$ cat config.mk
export PLATFORM = sky130hd
export DESIGN_NAME = fetch_sequencer
export DESIGN_NICKNAME = d
export VERILOG_FILES = /design/src/rtl/fetch_pkg.sv /design/src/rtl/fetch_sequencer.sv
export SDC_FILE = /design/constraint.sdc
export NUM_CORES = 1
export LEC_CHECK = 0
export BUFFER_PORTS_ARGS = -buffer_cell sky130_fd_sc_hd__buf_2
export CAP_MARGIN = 10
export CORE_MARGIN = 2
export CORE_UTILIZATION = 34
export DETAILED_ROUTE_END_ITERATION = 16
export HOLD_SLACK_MARGIN = 0.05
export MAX_ROUTING_LAYER = met4
export SYNTH_ARGS = -nofsm -noshare
export SYNTH_HDL_FRONTEND = slang
export SYNTH_SLANG_ARGS = --single-unit
$ cat constraint.sdc
create_clock -name clk -period 3.6 [get_ports clk]
set_input_delay 1.08 -clock clk [delete_from_list [all_inputs] [get_ports clk]]
set_output_delay 1.08 -clock clk [all_outputs]
set_load 0.005 [all_outputs]
$ cat src/rtl/fetch_pkg.sv
// Shared types and constants for the fetch sequencer.
// Holds the FSM state encoding and the default reset/trap addresses.
package fetch_pkg;

  typedef enum logic [1:0] {
    IDLE = 2'd0,
    REQ  = 2'd1,
    WAIT = 2'd2,
    HOLD = 2'd3
  } fetch_state_e;

  localparam logic [31:0] INSTR_BYTES        = 32'd4;
  localparam logic [31:0] DEFAULT_RESET_ADDR = 32'h0000_0000;
  localparam logic [31:0] DEFAULT_TRAP_VEC   = 32'h0000_0100;

endpackage

$ cat src/rtl/fetch_sequencer.sv
// Multi-cycle fetch controller: owns pc, runs the imem req/gnt/rvalid handshake, hands words to decode.
// Optional macro FETCH_MISALIGN_TRAP_EN sends misaligned redirects to TRAP_VEC and pulses fetch_fault.
module fetch_sequencer
  import fetch_pkg::*;
#(
  parameter logic [31:0] RESET_ADDR = DEFAULT_RESET_ADDR
`ifdef FETCH_MISALIGN_TRAP_EN
  , parameter logic [31:0] TRAP_VEC = DEFAULT_TRAP_VEC
`endif
) (
  input  logic        clk,
  input  logic        reset,
  output logic        imem_req,
  output logic [31:0] imem_addr,
  input  logic        imem_gnt,
  input  logic        imem_rvalid,
  input  logic [31:0] imem_rdata,
  output logic        instr_valid,
  input  logic        instr_ready,
  output logic [31:0] instr,
  output logic [31:0] instr_pc,
  input  logic        redirect_valid,
  input  logic [31:0] redirect_pc,
  output logic [31:0] pc,
  output logic        fetch_fault
);

  fetch_state_e state;
  fetch_state_e state_next;
  logic         kill;
  logic [31:0]  redirect_target;

`ifdef FETCH_MISALIGN_TRAP_EN
  logic misaligned;

  assign misaligned      = (redirect_pc[1:0] != 2'b00);
  assign redirect_target = misaligned ? TRAP_VEC : redirect_pc;

  always_ff @(posedge clk or posedge reset) begin
    if (reset) begin
      fetch_fault <= 1'b0;
    end else begin
      fetch_fault <= redirect_valid && misaligned;
    end
  end
`else
  assign redirect_target = redirect_pc & ~32'h0000_0003;
  assign fetch_fault     = 1'b0;
`endif

  always_ff @(posedge clk or posedge reset) begin
    if (reset) begin
      state <= IDLE;
    end else begin
      state <= state_next;
    end
  end

  // A redirect only changes the path out of WAIT/HOLD; REQ keeps requesting with the new pc.
  always_comb begin
    state_next = state;
    unique case (state)
      IDLE: state_next = REQ;
      REQ:  if (imem_gnt) state_next = WAIT;
      WAIT: if (imem_rvalid) state_next = (redirect_valid || kill) ? REQ : HOLD;
      HOLD: if (redirect_valid || instr_ready) state_next = REQ;
    endcase
  end

  always_comb begin
    imem_req    = (state == REQ);
    instr_valid = (state == HOLD);
  end

  assign imem_addr = pc;

  // kill marks an in-flight response that belongs to a superseded pc and must be dropped.
  always_ff @(posedge clk or posedge reset) begin
    if (reset) begin
      pc       <= RESET_ADDR;
      instr    <= 32'h0;
      instr_pc <= 32'h0;
      kill     <= 1'b0;
    end else begin
      if (redirect_valid) begin
        pc <= redirect_target;
      end else if (state == HOLD && instr_ready) begin
        pc <= pc + INSTR_BYTES;
      end

      if (state == REQ && imem_gnt && redirect_valid) begin
        kill <= 1'b1;
      end else if (state == WAIT) begin
        if (imem_rvalid) begin
          kill <= 1'b0;
        end else if (redirect_valid) begin
          kill <= 1'b1;
        end
      end

      if (state == WAIT && imem_rvalid && !redirect_valid && !kill) begin
        instr    <= imem_rdata;
        instr_pc <= pc;
      end
    end
  end

endmodule

==> metrics, run 1 <==
run status=finished clean; Initial Utilization=34.50%; clk root buf=clkbuf_16; CTS tree=built; setup TNS=0 ns; Adder-Cell Fraction of Synth Area=1.104%; fin nets=614; Slew Limit Fails=0; area grow syn2layout=26.61%; Resize count post-CTS=0; Via Count=3,298; Comb pwr share=23.0%; post-synthesis cell type count=33; worst-margin pin slew=0.6239 ns; Clk Latency, worst-skew pair=0.34 ns; post-synthesis cell count=382; vias per inst=4.568; area of the multi-input gates=0.001722 sq mm; Initial DRC Count=107; clock network fraction of total power=32.7%; Max-slew headroom=58.40%; Synth Area in Compound Gates=3.781%; Yosys Warn Count=0; Yosys reg bits=95; H-tree Lvls=3; Post-DRT Antenna Nets=0; Pleak=0.002989 uW; drt pass-1 iters=4; CP Data Arrival Time=1.21 ns; clk sink count=95; GRT overflow=0; first-pass GRT wire length=16.64 mm; pwr dens=593.4 mW/mm^2; routed wire length=10.52 mm; Switching Power=911.3 uW; GRT Util Overall=15.36%; WS Path Type=reg -> out; peak supply drop=0.2622 mV; Core ar.=0.01314 sq mm; Seq/Total Area, Yosys=52.44%; Setup violations, final=0; worst clock skew=0.008586 ns; postcts setup bufs=0; mapped cell area=0.004533 sq mm; I/O Pins=201; sw frac=26.76%; fin crit period=2.291 ns; max cap viols=0; fraction of layout cells with a size suffix above 1=52.66%; period utilization=63.65%; Reg area=0.002377 sq mm; post-synthesis simple-gate area fraction=10.27%; fmax=436.4 MHz; Fill cells=1,278; R2R Setup Slk=1.64 ns; RD Place Congestion=0.7785; clk slew on worst S/H paths=0.07 ns; via count of the first global-routing pass=3,170; Worst Path Max Fanout=5; total CTS buffers=9; pin count of the biggest net entering global routing=59; largest family of logic cells by synthesized area=multiplexers; CP required=2.52 ns; critical path capture point type=output port; number of cell rows=42; Final Hold Vio Count=0; clock buffer depth=2; internal power=2495 uW; Mean Syn Cell Area=11.87 sq um; DRC violations left=0; post-DR wirelength/cell=14.57 microns; RSZ-0062 raised after global routing=no; Die W=119.5 microns; chip height=119.5 microns; # port buffers=191; kind of start point of the critical path=register; initial antenna violation count=1; CTS Hold Bufs=0; die area=0.01427 sq mm; Worst Setup Slack, final=1.309 ns; xor and xnor area share after synthesis=5.603%; Final HPWL DP=7.486 mm; DP Worst Slack=0.9641 ns; Seq pwr share=44.3%; worst min path class=reg -> reg; mux cell area share after synthesis=16.62%
## registers in the layout, summed over array words and instances (netlist names)
signal,flops
kill,1
state,2
instr_pc,30
imem_addr,30
instr,32
## critical path: stages, from the launching register on
cell,delay (ns)
dfrtp_1,0.41
inv_1,0.08
ha_1,0.24
buf_2,0.14
## metrics by stage
| step | power (uW) | util, % | hold slack [ns] | instances | instance area (sq um) |
|---|---|---|---|---|---|
| after floorplan | 1955 | - | 0.4665 | 388 | 4556 |
| after detailed placement | 2329 | 41.02 | 0.4908 | 705 | 5389 |
| after global routing | 3612 | 43.69 | 0.5115 | 722 | 5739 |
| after global placement | 2297 | 41.02 | 0.4833 | 705 | 5389 |
| final | 3406 | 43.69 | 0.5009 | 722 | 5739 |
| after CTS | 3458 | 43.67 | 0.5049 | 721 | 5737 |
## placed cells by master (no fill, tap or decap), types with 9 or more instances in the layout
master and count:
buf_2 191, dfrtp_1 95, mux2_2 66, nand2_1 33, nand4_1 18, o21ai_0 18
xor2_1 17, xnor2_1 12, nor2_1 9, o21ai_1 9, clkbuf_16 9
## metal layers
layer | up-vias | wire length [microns] | track usage, %
li1 | 1583 | - | -
met1 | 1607 | 4647 | 19.57
met2 | 98 | 5198 | 24.18
met3 | 10 | 533 | 3.927
met4 | 0 | 138 | 4.632
met5 | - | 0 | -
## synthesized netlist by cell type
library cell,instances,share of area (%)
a21oi_1,2,0.22
a221oi_1,1,0.19
a22o_1,2,0.39
and2_1,2,0.28
and3_1,5,0.69
and3_2,2,0.33
and3_4,2,0.50
and4_1,2,0.39
buf_1,1,0.083
buf_2,7,0.77
buf_4,38,6.3
buf_6,5,1.2
buf_8,1,0.33
clkbuf_1,4,0.33
clkbuf_8,1,0.30
conb_1,1,0.083
dfrtp_1,95,52
ha_1,4,1.1
inv_1,9,0.75
mux2_2,66,16
mux2i_1,1,0.22
nand2_1,33,2.7
nand3_1,7,0.77
nand4_1,18,2.5
nand4_2,2,0.55
nor2_1,9,0.75
nor3_1,2,0.22
nor3b_1,1,0.17
nor4_1,3,0.41
o21ai_0,18,2.0
o21ai_1,9,0.99
xnor2_1,12,2.3
xor2_1,17,3.3
## power by group through the flow
stage / Combinational (uW) / Sequential (uW) / Clock (uW)
after floorplan: 418 / 1540 / 0
after global placement: 786 / 1510 / 0
after detailed placement: 800 / 1530 / 0
after CTS: 801 / 1510 / 1150
after global routing: 872 / 1550 / 1190
final: 784 / 1510 / 1110
## final timing paths
kind                              from  cells past startpoint            to
setup / recovery              state[1]                      3      imem_req
setup reg to reg              state[0]                      5     instr[16]
hold reg to reg            instr_pc[4]                      1   instr_pc[4]
max in group asynchronous        reset                      3      instr[0]
hold / removal             instr_pc[4]                      1   instr_pc[4]
min in group asynchronous        reset                      2  instr_pc[31]
## area by class of cell
class / instances / share of cell area, %
diodes: 1 / 0.04360
inverters: 9 / 0.6322
clock buffers: 11 / 4.229
multi-input cells: 227 / 30.00
repair buffers: 198 / 18.01
clock inverters: 5 / 1.831
well taps: 176 / 3.837
flip-flops and latches: 95 / 41.42
## kinds of logic (layout without fill, tap and decap cells)
| kind of cell | Yosys count | after routing |
|---|---|---|
| and+or+nand+nor | 88 | 88 |
| adders and majority gates | 4 | 4 |
| muxes | 67 | 67 |
| xor gates and xnor gates | 29 | 29 |
| DFF | 95 | 95 |
| other | 1 | 8 |
| buffers and inverters | 66 | 223 |
| AOI/OAI and AO/OA | 32 | 32 |
Note: power is estimated with default switching activity, not from simulation.
==> run 2, diff against run 1 <==
==> constraint.sdc (replaced) <==
create_clock -name clk -period 2.22 [get_ports clk]
set_input_delay 0.666 -clock clk [delete_from_list [all_inputs] [get_ports clk]]
set_output_delay 0.666 -clock clk [all_outputs]
set_load 0.005 [all_outputs]
==> run 2 against run 1 <==
Register-to-register slack worse by 1.2 ns. Design area is 0.41% higher. Count of clock-buffer cells in the layout stayed put. Routed wire length is 0.53% higher. Sequential share of layout area is 0.17 points lower. Final cell count is 0.83% higher. Core utilization is 0.18 points higher. Clock power is 32% higher. Largest cell class unchanged. Largest power group unchanged.
==> metrics, run 2 (synthesized netlist as in run 1, its figures left out) <==
DRC violations left=0 (unchanged); pin count of the biggest net entering global routing=46 (-22%); CP Data Arrival Time=1.23 ns (+0.02 ns); clk slew on worst S/H paths=0.07 ns (about the same); CTS tree=built; Resize count post-CTS=0 (unchanged); worst-margin pin slew=0.5562 ns (-0.06778 ns); Max-slew headroom=62.84% (+4.4 points); GRT Util Overall=15.54% (+0.18 points); critical path capture point type=output port; DP Cell Count=711 (+0.85%); vias per inst=4.544 (-0.52%); pwr dens=903.5 mW/mm^2 (+52%); number of cell rows=42 (unchanged); RD Place Congestion=0.7897 (+1.4%); kind of start point of the critical path=register; fmax=526.9 MHz; die area=0.01427 sq mm (unchanged); GRT overflow=0 (unchanged); Initial Utilization=34.50% (unchanged); fin crit period=1.898 ns; I/O Pins=201 (unchanged); first-pass GRT wire length=16.68 mm (+0.21%); Largest register FFs=32 (unchanged); Reg area=0.002377 sq mm (unchanged); Slew Limit Fails=0 (unchanged); clock buffer depth=2 (unchanged); Initial DRC Count=137 (+28%); total CTS buffers=9 (unchanged); clk root buf=clkbuf_16; # port buffers=191 (unchanged); DP Worst Slack=0.2778 ns (-0.6863 ns); Post-DRT Antenna Nets=0 (unchanged); routed wire length=10.57 mm (+0.53%); Min Hold Slack=0.3683 ns (-0.1325 ns); Fill cells=1,271 (-0.55%); Worst Setup SP=state[1]; RSZ-0062 raised after global routing=no; chip height=119.5 microns (unchanged); Worst Setup Slack, final=0.3220 ns (-0.9865 ns); initial antenna violation count=2 (+1); Reg with most FFs=instr; most common cell after layout, fill and taps aside=buf_2; run status=finished clean; Via Count=3,308 (+0.30%); worst min path class=in -> async; peak supply drop=0.5098 mV (+94%); Pleak=0.003001 uW (+0.41%); drt pass-1 iters=4 (unchanged); Tot Pwr=5207 uW (+53%); post-DR wirelength/cell=14.52 microns (-0.30%); Core ar.=0.01314 sq mm (unchanged); cells on worst reg2reg path=7 (+2); fin nets=620 (+0.98%); CP Cell Sequence=inv_1 -> ha_1 -> buf_2; setup TNS=0 ns (unchanged); clk sink count=95 (unchanged); fraction of layout cells with a size suffix above 1=53.09% (+0.43 points); max cap viols=0 (unchanged); Final HPWL DP=7.792 mm (+4.1%); R2R Path Start=state[0]; Setup violations, final=0 (unchanged); Slowest-stage cell, CP=dfrtp_1; Post-Layout Cell Count=728 (+0.83%); CP required=1.55 ns (-0.97 ns); CTS Hold Bufs=0 (unchanged); Worst Path Max Fanout=5 (unchanged); Final Hold Vio Count=0 (unchanged); period utilization=85.50%; via count of the first global-routing pass=3,170 (unchanged); area grow syn2layout=27.13%; WS Path Type=reg -> out; worst clock skew=0.01375 ns (+0.005159 ns); Clk Latency, worst-skew pair=0.35 ns (about the same); critical path's largest stage delay=0.41 ns (about the same); Die W=119.5 microns (unchanged); H-tree Lvls=3 (unchanged); commonest non-fill, non-tap cells in the layout=buf_2 (191), dfrtp_1 (95), mux2_2 (66), nand2_1 (33); area of the multi-input gates=0.001722 sq mm (unchanged); postcts setup bufs=0 (unchanged)
[run 2: per-stage QoR]
stage	instance area, sq um	util [%]
2_1_floorplan	4559	-
3_3_place_gp	5485	41.75
3_5_place_dp	5485	41.75
4_1_cts	5758	43.83
5_1_grt	5763	43.87
6_report	5763	43.87
[run 2: worst paths after layout]
path | slack [ns] | end
worst max-delay path | 0.32 | imem_req
worst min-delay path | 0.37 | imem_addr[25]
worst max register to register | 0.41 | imem_addr[24]
worst min register to register | 0.50 | instr_pc[18]
max in group asynchronous | 1.32 | instr_pc[13]
min in group clk | 0.50 | instr_pc[18]
[run 2: report_power, final]
part | internal (uW) | switching (uW)
clock network | 790 | 668
logic | 763 | 548
registers | 2170 | 269
total | 3720 | 1490
[run 2: worst max-delay path: cells and delay by family (launching register included)]
kind	cells	cell delay (ns)
adders and majority gates	1	0.24
buffers and inverters	2	0.23
DFF	1	0.41
[run 2: per-layer routing]
layer / wire length (microns) / track usage [%] / vias to the layer above / share of wire (%)
met5: 0 / - / - / 0
met4: 197 / 6.618 / 0 / 1.9
met3: 530 / 3.879 / 8 / 5.0
met2: 5225 / 24.04 / 103 / 49
met1: 4620 / 19.43 / 1600 / 44
li1: - / - / 1597 / -
[run 2: cell type report]
type	instances	share of cell area, %
sequential	95	41.25
inverter	9	0.6513
tap	176	3.821
clock inverter	4	0.5211
antenna	2	0.08684
clock buffer	11	4.212
timing repair buffer	204	19.58
multi-input combinational	227	29.87
==> run 3, diff against run 2 <==
--- a/config.mk
+++ b/config.mk
@@ -5,6 +5,7 @@
 export SDC_FILE = /design/constraint.sdc
 export NUM_CORES = 1
 export LEC_CHECK = 0
+export ABC_AREA = 1
 export BUFFER_PORTS_ARGS = -buffer_cell sky130_fd_sc_hd__buf_2
 export CAP_MARGIN = 10
 export CORE_MARGIN = 2
==> run 3 against run 2 <==
Routed wire length is 26% higher. Via count grew 25%. Count of clock-buffer cells in the layout is 1 higher. Design area rose by 8.7%. Die area increased by 10%. Non-clock buffer count is 4 lower. Largest power group unchanged.
==> metrics, run 3 <==
fin crit period=1.887 ns (-0.01059 ns); top-count cell post-synth=nand2_1; Seq/Total Area, Yosys=47.33% (-5.1 points); CP Data Arrival Time=1.22 ns (about the same); worst-margin pin slew=0.5575 ns (+0.001381 ns); GRT overflow=0 (unchanged); mux cell area share after synthesis=8.296% (-8.3 points); most common cell after layout, fill and taps aside=buf_2; GRT Util Overall=17.64% (+2.1 points); CP required=1.55 ns (about the same); diode count=0 (-2); Yosys top cell area share=47.33% (-5.1 points); clk root buf=clkbuf_16; post-synthesis simple-gate area fraction=23.22% (+13 points); number of synthesized flops with an enable pin=0 (unchanged); clk slew on worst S/H paths=0.06 ns (about the same); Switching Power=1861 uW (+25%); clk sink count=95 (unchanged); main flop type after synthesis=dfrtp_1; max cap viols=0 (unchanged); vias per inst=4.574 (+0.65%); routed wire length=13.34 mm (+26%); Setup violations, final=0 (unchanged); chip height=125.5 microns (+5.1%); DP Worst Slack=0.3447 ns (+0.06686 ns); Clk Latency, worst-skew pair=0.36 ns (about the same); number of cell rows=44 (+4.8%); Post-synth ARST share=100.0% (unchanged); # port buffers=191 (unchanged); fmax=529.8 MHz (+0.56%); Post-DRT Antenna Nets=0 (unchanged); Synth Area in Compound Gates=7.025% (+3.2 points); clock buffer depth=2 (unchanged); post-DR wirelength/cell=14.78 microns (+1.7%); Final Hold Vio Count=0 (unchanged); first-pass GRT wire length=21.07 mm (+26%); M1 wire length=6.214 mm (+35%); Initial DRC Count=220 (+61%); commonest cells in the netlist=nand2_1 (143), dfrtp_1 (95), inv_1 (44), nand3_1 (40); die area=0.01576 sq mm (+10%); worst clock skew=0.009689 ns (-0.004057 ns); internal power=4038 uW (+8.5%); fin nets=788 (+27%); postcts setup bufs=0 (unchanged); mapped cell area=0.005022 sq mm (+11%); pin count of the biggest net entering global routing=96 (+110%); Resize count post-CTS=0 (unchanged); sw frac=31.54% (+3.0 points); pwr dens=941.6 mW/mm^2 (+4.2%); RSZ-0062 raised after global routing=no; WS Path Type=reg -> out; R2R Path Start=state[0]; CTS tree=built; post-synthesis cell type count=35 (+6.1%); Yosys reg bits=95 (unchanged); Core ar.=0.01448 sq mm (+10%); Max-slew headroom=62.79% (about the same); I/O Pins=201 (unchanged); top routing layer used=met4; Worst Path Max Fanout=5 (unchanged); RD Place Congestion=0.8672 (+9.8%); synth top area cells=dfrtp_1 (47%), nand2_1 (11%), mux2_2 (8.3%); period utilization=85.02% (-0.48 points); Yosys Warn Count=0 (unchanged); DR WL met3=684 microns (+29%); kind of start point of the critical path=register; Seq pwr share=44.2% (-2.6 points); Initial Utilization=34.69% (+0.18 points); Comb pwr share=28.2% (+3.0 points); run status=finished clean; drt pass-1 iters=4 (unchanged); commonest non-fill, non-tap cells in the layout=buf_2 (191), nand2_1 (143), dfrtp_1 (95), inv_1 (43), nand3_1 (40); DRC violations left=0 (unchanged); critical path capture point type=output port; post-synthesis cell count=551 (+44%); initial antenna violation count=0 (-2); area grow syn2layout=24.74%; Tot Pwr=5899 uW (+13%); Worst Setup SP=state[1]; largest family of logic cells by synthesized area=simple AND/OR/NAND/NOR gates; CTS Hold Bufs=0 (unchanged); Min Hold Slack=0.4671 ns (+0.09876 ns); Pleak=0.003411 uW (+14%); Yosys top cell by area=dfrtp_1; Mean Syn Cell Area=9.115 sq um (-23%); Final HPWL DP=9.879 mm (+27%); Reg with most FFs=instr; H-tree Lvls=3 (unchanged); fraction of layout cells with a size suffix above 1=39.78% (-13 points); via count of the first global-routing pass=3,976 (+25%); met2 wire length=6.156 mm (+18%); Die W=125.5 microns (+5.1%); Slew Limit Fails=0 (unchanged); Adder-Cell Fraction of Synth Area=0.9965% (-0.11 points); peak supply drop=0.3789 mV (-26%); worst min path class=in -> async; Via Count=4,130 (+25%); Worst Setup Slack, final=0.3326 ns (+0.01059 ns); total CTS buffers=9 (unchanged); xor and xnor area share after synthesis=1.570% (-4.0 points); setup TNS=0 ns (unchanged); Largest register FFs=32 (unchanged); clock network fraction of total power=27.7% (-0.3 points)
## run 3: cell types whose count changed after synthesis, sizes merged, moves of 9 or more
| cell | change |
|---|---|
| and3 | -9 |
| inv | +39 |
| mux2 | -29 |
| nand2 | +122 |
| nand3 | +34 |
| nand4 | -18 |
| nor2 | +32 |
| o21ai | +10 |
| xnor2 | -11 |
| xor2 | -9 |
## run 3: worst max-delay path, stage by stage (launching register included)
cell     delay [ns]
dfrtp_1        0.41
inv_1          0.08
ha_1           0.23
buf_2          0.15
## run 3: through the flow
stage | instances | area, sq um | utilization (%)
after floorplan | 557 | 5049 | -
after global placement | 887 | 5956 | 41.13
after detailed placement | 887 | 5956 | 41.13
after CTS | 903 | 6265 | 43.27
after global routing | 903 | 6265 | 43.27
final | 903 | 6265 | 43.27
## run 3: cell families (layout without fill, tap and decap cells)
| logic type | Yosys count | in the layout |
|---|---|---|
| DFF | 95 | 95 |
| buffers and inverters | 102 | 264 |
| and+or+nand+nor | 243 | 243 |
| other | 1 | 7 |
| muxes | 37 | 37 |
| AOI/OAI and AO/OA | 60 | 60 |
| xor gates and xnor gates | 9 | 9 |
| adders and majority gates | 4 | 4 |
## run 3: final timing paths
path | cells after the start | to | slack (ns)
max | 3 | imem_req | 0.33
min | 3 | instr[19] | 0.47
max reg2reg | 7 | imem_addr[21] | 0.49
min reg2reg | 2 | instr_pc[18] | 0.48
max in group asynchronous | 3 | imem_addr[28] | 1.38
min in group clk | 2 | instr_pc[18] | 0.48
## run 3: cell type report
class                           count  area, sq um
Fill cell                        1502         8214
Sequential cell                    95         2377
Multi-Input combinational cell    360         2091
Timing Repair Buffer              200         1074
Clock buffer                       12        256.5
Tap cell                          184        230.2
Inverter                           48        183.9
Clock inverter                      4        52.55
## run 3: per-layer routing
| layer | global-route usage (%) | up-vias |
|---|---|---|
| met5 | - | - |
| met1 | 22.94 | 1929 |
| met3 | 3.295 | 18 |
| li1 | - | 2059 |
| met2 | 27.12 | 124 |
| met4 | 7.386 | 0 |
## run 3: power groups by stage
stage / Combinational (uW) / Clock (uW) / Sequential, uW
floorplan: 929 / 0 / 2640
global placement: 1670 / 0 / 2620
detailed placement: 1690 / 0 / 2640
CTS: 1690 / 1690 / 2610
global route: 1870 / 1750 / 2680
finish: 1660 / 1630 / 2600
